## config.mk

```make
export PLATFORM = sky130hd
export DESIGN_NAME = regfile_wb_arbiter_flat
export DESIGN_NICKNAME = d
export VERILOG_FILES = /design/src/rtl/regfile_wb_arbiter_if.sv /design/src/rtl/regfile_wb_arbiter.sv /design/src/flat_wrapper.sv
export SDC_FILE = /design/constraint.sdc
export NUM_CORES = 1
export LEC_CHECK = 0
export BUFFER_PORTS_ARGS = -buffer_cell sky130_fd_sc_hd__buf_2
export CAP_MARGIN = 30
export CORE_MARGIN = 2
export CORE_UTILIZATION = 34
export CTS_BUF_LIST = sky130_fd_sc_hd__clkbuf_2 sky130_fd_sc_hd__clkbuf_4 sky130_fd_sc_hd__clkbuf_8
export DETAILED_ROUTE_END_ITERATION = 8
export SYNTH_ARGS = -nofsm -noshare
export SYNTH_HDL_FRONTEND = slang
export SYNTH_SLANG_ARGS = --single-unit
export TNS_END_PERCENT = 100
```

## constraint.sdc

```tcl
create_clock -name clk -period 1.9 [get_ports clk]
set_clock_uncertainty 0.1 [all_clocks]
set_input_delay 0 -clock clk [delete_from_list [all_inputs] [get_ports clk]]
set_output_delay 0 -clock clk [all_outputs]
set_load 0.05 [all_outputs]
```

## src/rtl/regfile_wb_arbiter_if.sv

```systemverilog
// Writeback bus between the ALU/LSU requesters, the arbiter and the register-file write port.
interface regfile_wb_arbiter_if #(
    parameter int unsigned XLEN = 32,
    parameter int unsigned AW   = 5
);
    localparam int unsigned NREG = 1 << AW;

    logic            alu_valid;
    logic [AW-1:0]   alu_rd_addr;
    logic [XLEN-1:0] alu_data;
    logic            alu_ready;

    logic            lsu_valid;
    logic [AW-1:0]   lsu_rd_addr;
    logic [XLEN-1:0] lsu_data;
    logic            lsu_ready;

    logic            write_en;
    logic [AW-1:0]   rd_addr;
    logic [XLEN-1:0] rd;
    logic [NREG-1:0] busy_mask;
    logic            last_grant;

    modport master (
        output alu_valid, alu_rd_addr, alu_data,
        output lsu_valid, lsu_rd_addr, lsu_data,
        input  alu_ready, lsu_ready,
        input  write_en, rd_addr, rd, busy_mask, last_grant
    );

    modport slave (
        input  alu_valid, alu_rd_addr, alu_data,
        input  lsu_valid, lsu_rd_addr, lsu_data,
        output alu_ready, lsu_ready,
        output write_en, rd_addr, rd, busy_mask, last_grant
    );
endinterface

```

## src/rtl/regfile_wb_arbiter.sv

```systemverilog
// Two-requester (ALU/LSU) writeback arbiter with a registered register-file write port.
// WB_ARB_RR_EN selects round-robin tie-breaking; otherwise the ALU always wins ties.
module regfile_wb_arbiter #(
    parameter int unsigned XLEN = 32,
    parameter int unsigned AW   = 5
) (
    input  logic                 clk,
    input  logic                 rst,
    regfile_wb_arbiter_if.slave  bus
);
    localparam int unsigned NREG = 1 << AW;

    logic            tie_lsu_c;
    logic            grant_alu_c;
    logic            grant_lsu_c;
    logic            xfer_c;
    logic [AW-1:0]   win_addr_c;
    logic [XLEN-1:0] win_data_c;

`ifdef WB_ARB_RR_EN
    typedef enum logic {PRI_ALU = 1'b0, PRI_LSU = 1'b1} pri_e;

    pri_e state_q;
    pri_e state_d;

    always_ff @(posedge clk) begin
        if (rst) begin
            state_q <= PRI_ALU;
        end else begin
            state_q <= state_d;
        end
    end

    // Priority flips to the other requester after every grant; holds when idle.
    always_comb begin
        state_d = state_q;
        if (grant_alu_c) begin
            state_d = PRI_LSU;
        end else if (grant_lsu_c) begin
            state_d = PRI_ALU;
        end
    end

    assign tie_lsu_c = (state_q == PRI_LSU);
`else
    assign tie_lsu_c = 1'b0;
`endif

    // Grant logic: ready depends only on the valids, reset and tie priority.
    always_comb begin
        grant_alu_c   = 1'b0;
        grant_lsu_c   = 1'b0;
        bus.alu_ready = 1'b0;
        bus.lsu_ready = 1'b0;
        if (!rst) begin
            grant_alu_c = bus.alu_valid && !(bus.lsu_valid && tie_lsu_c);
            grant_lsu_c = bus.lsu_valid && !grant_alu_c;
        end
        bus.alu_ready = grant_alu_c;
        bus.lsu_ready = grant_lsu_c;
    end

    assign xfer_c     = grant_alu_c || grant_lsu_c;
    assign win_addr_c = grant_lsu_c ? bus.lsu_rd_addr : bus.alu_rd_addr;
    assign win_data_c = grant_lsu_c ? bus.lsu_data    : bus.alu_data;

    // Output stage drains every cycle; writes to x0 are consumed silently.
    always_ff @(posedge clk) begin
        if (rst) begin
            bus.write_en   <= 1'b0;
            bus.rd_addr    <= '0;
            bus.rd         <= '0;
            bus.busy_mask  <= '0;
            bus.last_grant <= 1'b0;
        end else begin
            bus.write_en  <= xfer_c && (win_addr_c != '0);
            bus.busy_mask <= (xfer_c && (win_addr_c != '0)) ? (NREG'(1) << win_addr_c) : '0;
            if (xfer_c) begin
                bus.rd_addr    <= win_addr_c;
                bus.rd         <= win_data_c;
                bus.last_grant <= grant_lsu_c;
            end
        end
    end
endmodule

```

## src/flat_wrapper.sv

```systemverilog
// flat-port wrapper written by rule: the top's interface ports become plain ports
module regfile_wb_arbiter_flat 
#(
    parameter int unsigned XLEN = 32,
    parameter int unsigned AW   = 5
)
  (clk, rst, bus_alu_valid, bus_alu_rd_addr, bus_alu_data, bus_lsu_valid, bus_lsu_rd_addr, bus_lsu_data, bus_alu_ready, bus_lsu_ready, bus_write_en, bus_rd_addr, bus_rd, bus_busy_mask, bus_last_grant);
  regfile_wb_arbiter_if #(.XLEN(XLEN), .AW(AW)) bus_i ();
  input  logic clk;
  input  logic rst;
  input wire logic [$bits(bus_i.alu_valid)-1:0] bus_alu_valid;
  input wire logic [$bits(bus_i.alu_rd_addr)-1:0] bus_alu_rd_addr;
  input wire logic [$bits(bus_i.alu_data)-1:0] bus_alu_data;
  input wire logic [$bits(bus_i.lsu_valid)-1:0] bus_lsu_valid;
  input wire logic [$bits(bus_i.lsu_rd_addr)-1:0] bus_lsu_rd_addr;
  input wire logic [$bits(bus_i.lsu_data)-1:0] bus_lsu_data;
  output wire logic [$bits(bus_i.alu_ready)-1:0] bus_alu_ready;
  output wire logic [$bits(bus_i.lsu_ready)-1:0] bus_lsu_ready;
  output wire logic [$bits(bus_i.write_en)-1:0] bus_write_en;
  output wire logic [$bits(bus_i.rd_addr)-1:0] bus_rd_addr;
  output wire logic [$bits(bus_i.rd)-1:0] bus_rd;
  output wire logic [$bits(bus_i.busy_mask)-1:0] bus_busy_mask;
  output wire logic [$bits(bus_i.last_grant)-1:0] bus_last_grant;
  assign bus_i.alu_valid = bus_alu_valid;
  assign bus_i.alu_rd_addr = bus_alu_rd_addr;
  assign bus_i.alu_data = bus_alu_data;
  assign bus_i.lsu_valid = bus_lsu_valid;
  assign bus_i.lsu_rd_addr = bus_lsu_rd_addr;
  assign bus_i.lsu_data = bus_lsu_data;
  assign bus_alu_ready = bus_i.alu_ready;
  assign bus_lsu_ready = bus_i.lsu_ready;
  assign bus_write_en = bus_i.write_en;
  assign bus_rd_addr = bus_i.rd_addr;
  assign bus_rd = bus_i.rd;
  assign bus_busy_mask = bus_i.busy_mask;
  assign bus_last_grant = bus_i.last_grant;
  regfile_wb_arbiter #(.XLEN(XLEN), .AW(AW)) u_core (.clk(clk), .rst(rst), .bus(bus_i));
endmodule
```

After elaboration in Yosys (flattened, before gate mapping)
Cells that the tools add are included.
- shift-type cells: 1
- mux-type cells: 4
- bitwise gates (word level): 1
- reduce and logical (&&, ||, !) cells: 6
- operators with widths (cell ; number):
    two-way mux 32 bit ; 1
    << shifter 1 x 5 -> 32 bit (first input constant) ; 1
    two-way mux 5 bit ; 1
    nonzero test 5 bit ; 1
    logical AND 1 bit ; 2
    two-way mux 1 bit ; 2
    OR reduction 2 bit ; 1
    logical NOT 1 bit ; 1
    logical OR 1 bit ; 1
    NOT 1 bit ; 1
- register bits: 71
- input port bits: 78
- logic and storage cells: 17

Depth between registers and ports, before layout
- word-level depth: 8
- depth in mapped cells: 7
- depth with buffers taken out: 4

Least setup slack after synthesis
Ideal clock, no wire load.
- path kind: input -> register
- start point: input port rst
- end point: register u_core.bus.write_en
- library setup time: 0.119 ns
- data arrival time: 1.645 ns
- slack: 0.037 ns
- cell stages on the path: 7
- buffers on the path: 3
- cell sequence: buf_2 or3b_1 buf_6 buf_2 inv_1 nand3_1 o221a_2
- cells in the longest elaborated chain, start to end: 4
- RTL lines (element ; RTL line ; source):
    from (decl) ; flat_wrapper.sv:10 ; input logic rst;
    two-way mux 1 bit (*) ; regfile_wb_arbiter.sv:55 ; if (!rst) begin
    via bus_lsu_ready ; flat_wrapper.sv:18 ; output wire logic [$bits(bus_i.lsu_ready)-1:0] bus_lsu_ready;
    two-way mux 5 bit ; regfile_wb_arbiter.sv:64 ; assign win_addr_c = grant_lsu_c ? bus.lsu_rd_addr : bus.alu_rd_addr;
    nonzero test 5 bit ; regfile_wb_arbiter.sv:76 ; bus.write_en <= xfer_c && (win_addr_c != '0);
    logical AND 1 bit (*) ; regfile_wb_arbiter.sv:76 ;
    to (signal assigned) ; regfile_wb_arbiter.sv:76 ;
    to (decl) ; regfile_wb_arbiter_if.sv:35 ; output write_en, rd_addr, rd, busy_mask, last_grant
Mark *: on every way through the listed nets, which the timed path passes. The rest lies on a longest branch.
A chain may end at the register's enable or synchronous reset.

Final worst setup path
- start point: input port bus_alu_valid
- end point: register u_core.bus.busy_mask[30]
- cells in the longest elaborated chain, start to end: 8
- RTL lines (element ; RTL line ; source):
    from (decl) ; flat_wrapper.sv:11 ; input wire logic [$bits(bus_i.alu_valid)-1:0] bus_alu_valid;
    logical NOT 1 bit ; regfile_wb_arbiter.sv:57 ; grant_lsu_c = bus.lsu_valid && !grant_alu_c;
    logical AND 1 bit ; regfile_wb_arbiter.sv:57 ;
    two-way mux 1 bit ; regfile_wb_arbiter.sv:55 ;
    two-way mux 5 bit ; regfile_wb_arbiter.sv:64 ;
    nonzero test 5 bit ; regfile_wb_arbiter.sv:77 ; bus.busy_mask <= (xfer_c && (win_addr_c != '0)) ? (NREG'(1) << win_addr_c) : '0;
    logical AND 1 bit ; regfile_wb_arbiter.sv:77 ;
    NOT 1 bit (no line) ; - ;
    OR reduction 2 bit (no line) ; - ;
    to (signal assigned) ; regfile_wb_arbiter.sv:77 ;
    to (decl) ; regfile_wb_arbiter_if.sv:35 ;
Parallel ways exist; a longest one is shown, timed or not.

==> results.md <==
- Fin crit share: 94.1%
- Initial Utilization: 34.4%
- Clk slew on worst S/H paths: 70 ps
- Sequential area share after synthesis: 48.0%
- Final slew viol count: 0
- Final core utilization: 55.6%
- CTS max path bufs: 2
- FMAX: between 500 and 600 MHz
- Least-Margin Pin Slew: 875 ps
- DIE AREA: 0.00947 mm^2
- Place WS: ~100 ps
- Setup Fix Bufs, Post-CTS: 0
- Unique masters post-synth: 28
- Syn_area_per_cell: 10.5 um^2
- CTS Root Cell: clkbuf_8
- Syn_nets: 361
- Routed len/inst: 14.2 um
- Worst skew pair latency: ~330 ps
- # rows: 34
- Layout cells sized above 1: 42.0%
- # IOs: 151
- Status: finished, final reports clean
- Global placement routability congestion: 0.754
- Gr busiest metal: met2
- Antenna violations before repair: 0
- Post-DRT Antenna Nets: 0
- Data required, critical path: 2080 ps
- Commonest non-fill, non-tap cell in the layout: buf_2
- IO buf count: 150
- CP Capture Type: flip-flop
- Nets@finish: 585
- Final min period: approximately 1800 ps
- Global route total overflow: 0
- Synth Flop Type: dfxtp_1
- Die height: 97.3 um
- Final setup vio count: 0
- VDD IR max: between 0.0003 and 0.0004 V
- Cells after Synth: 283
- Cell area after synthesis: 0.00296 mm^2
- Ys Warns: 0
- Power density cells: 776 mW/mm^2
- Worst slew margin: between 40% and 50%
- Post-DP HPWL: approximately 5.3 mm
- Number of clock sinks: just over 70
- First-pass GRT wire length: 14.6 mm
- DRC viols: 0
- Final hold violations: 0
- Most frequent cells in the layout: buf_2, dlygate4sd3_1, dfxtp_1, nor2_1, mux2i_1
- CORE AREA: 0.00859 mm^2
- Leak pwr: between 2 and 2.5 nW
- Synth async-reset ratio: 0%
- Hold crit path type: input port to flip-flop
- N_diodes: 0
- Total power: ~3.7 mW
- Post-Place Cell Area: 0.00378 mm^2
- Number of global-route vias before repair: 3013
- Setup TNS: 0 ps
- CP max FO: 9
- P&R area growth vs syn: 61.5%
- Register bit count reported by yosys: 71
- Met1 Usage GRT: 22.7%
- Arrival @ worst endpoint: between 1500 and 2000 ps
- Via/cell ratio: 4.77
- Max-cap viol count: 0
- Crit path kind: input port to flip-flop
- Critical path launch point type: input port
- TritonCTS clock tree: yes
- Vias after detailed routing: 2956
- Met2 Use GR: 31.2%
- M3 GR Usage: 6.33%
- TritonCTS Buffers: 9
- Routed WL: 8.78 mm
- RSZ-0062 raised after global routing: no
- Largest net degree at the start of global routing: 45
- Total track usage: between 10% and 20%
- 1st-pass router iterations: 4
- H-tree depth: 3
- Fin worst setup slack: 112 ps
- Post-synth EDFFs: 0
- Drt initial violations: 56
- Design Area, Final: 0.00478 mm^2
- Chip Width: 97.3 um
## power by group
group / internal, mW / leakage (nW) / total [mW] / switching (mW)
sequential: 1.55 / 0.582 / 1.58 / 0.0305
clock: 0.676 / 0.105 / 1.23 / 0.556
combinational: 0.386 / 1.62 / 0.892 / 0.506
## per-layer routing
| layer | part of all wire (%) | vias to the layer above |
|---|---|---|
| li1 | - | 1452 |
| met1 | 42 | 1373 |
| met2 | 47 | 121 |
| met3 | 9.0 | 10 |
| met4 | 1.3 | 0 |
| met5 | 0 | - |
## Yosys cell counts (2+ instances only)
| cell type | instances | area share, % |
|---|---|---|
| buf_2 | 7 | 1.2 |
| nand3b_1 | 2 | 0.51 |
| a21oi_1 | 4 | 0.68 |
| nor4_1 | 27 | 5.7 |
| a21o_1 | 2 | 0.51 |
| nor3_1 | 2 | 0.34 |
| a211oi_1 | 3 | 0.76 |
| mux2_2 | 35 | 13 |
| nand3_1 | 6 | 1.0 |
| inv_1 | 2 | 0.25 |
| nor2b_1 | 10 | 2.1 |
| clkbuf_1 | 10 | 1.3 |
| mux2_4 | 2 | 1.0 |
| nor2_1 | 42 | 5.3 |
| nand2_1 | 4 | 0.51 |
| dfxtp_1 | 71 | 48 |
| nand4_1 | 2 | 0.42 |
| mux2i_1 | 40 | 14 |
| buf_6 | 3 | 1.1 |
## flip-flops by register name, indices dropped and copies added (netlist names)
signal and cells:
u_core.bus.busy_mask 32, u_core.bus.last_grant 1, u_core.bus.rd 32, u_core.bus.rd_addr 5, u_core.bus.write_en 1
## stage by stage
step / cells / hold WS [ps]
2_1_floorplan: 283 / 46.8
3_3_place_gp: 526 / 131
3_5_place_dp: 526 / 142
4_1_cts: 620 / 6.60
5_1_grt: 620 / 46.7
6_report: 620 / 62.1
## critical path, cell delays in order
cell	delay, ps
buf_2	120
or3b_4	450
buf_4	180
buf_4	170
mux2_4	310
nor4_1	160
dlygate4sd3_1	570
## path summary, 6_finish.rpt
| kind | slack [ps] | cells past startpoint | start | endpoint |
|---|---|---|---|---|
| max | 110 | 7 | bus_alu_valid | u_core.bus.busy_mask[30] |
| min | 60 | 4 | bus_lsu_rd_addr[2] | u_core.bus.busy_mask[26] |
| min reg2reg | 390 | 2 | u_core.bus.rd_addr[4] | u_core.bus.rd_addr[4] |
| max reg2reg | 310 | 4 | u_core.bus.rd[31] | u_core.bus.rd[31] |
## cell type report
| class | instances | area (um^2) |
|---|---|---|
| Clock buffer | 11 | 151 |
| Clock inverter | 5 | 56.3 |
| Fill cell | 798 | 3810 |
| Inverter | 2 | 7.51 |
| Multi-Input combinational cell | 189 | 1430 |
| Sequential cell | 71 | 1420 |
| Tap cell | 108 | 135 |
| Timing Repair Buffer | 234 | 1580 |
## cells by family (layout without fill, tap and decap cells)
group / count (synthesis) / count (layout) / synth area share (%)
multiplexers: 78 / 78 / 28.3
buffers and inverters: 23 / 252 / 3.97
other: 1 / 1 / 0.127
flip-flops: 71 / 71 / 48.0
AND/OR/NAND/NOR: 98 / 98 / 16.7
AO/OA/AOI/OAI: 12 / 12 / 2.87
## what timing repair did
item / CTS / global route
resized for setup: 0 / 4
setup endpoints to repair: 0 / 1
hold buffers: 78 / 0
endpoints found under the hold margin: 45 / 0
Note: power is estimated with default switching activity, not from simulation.
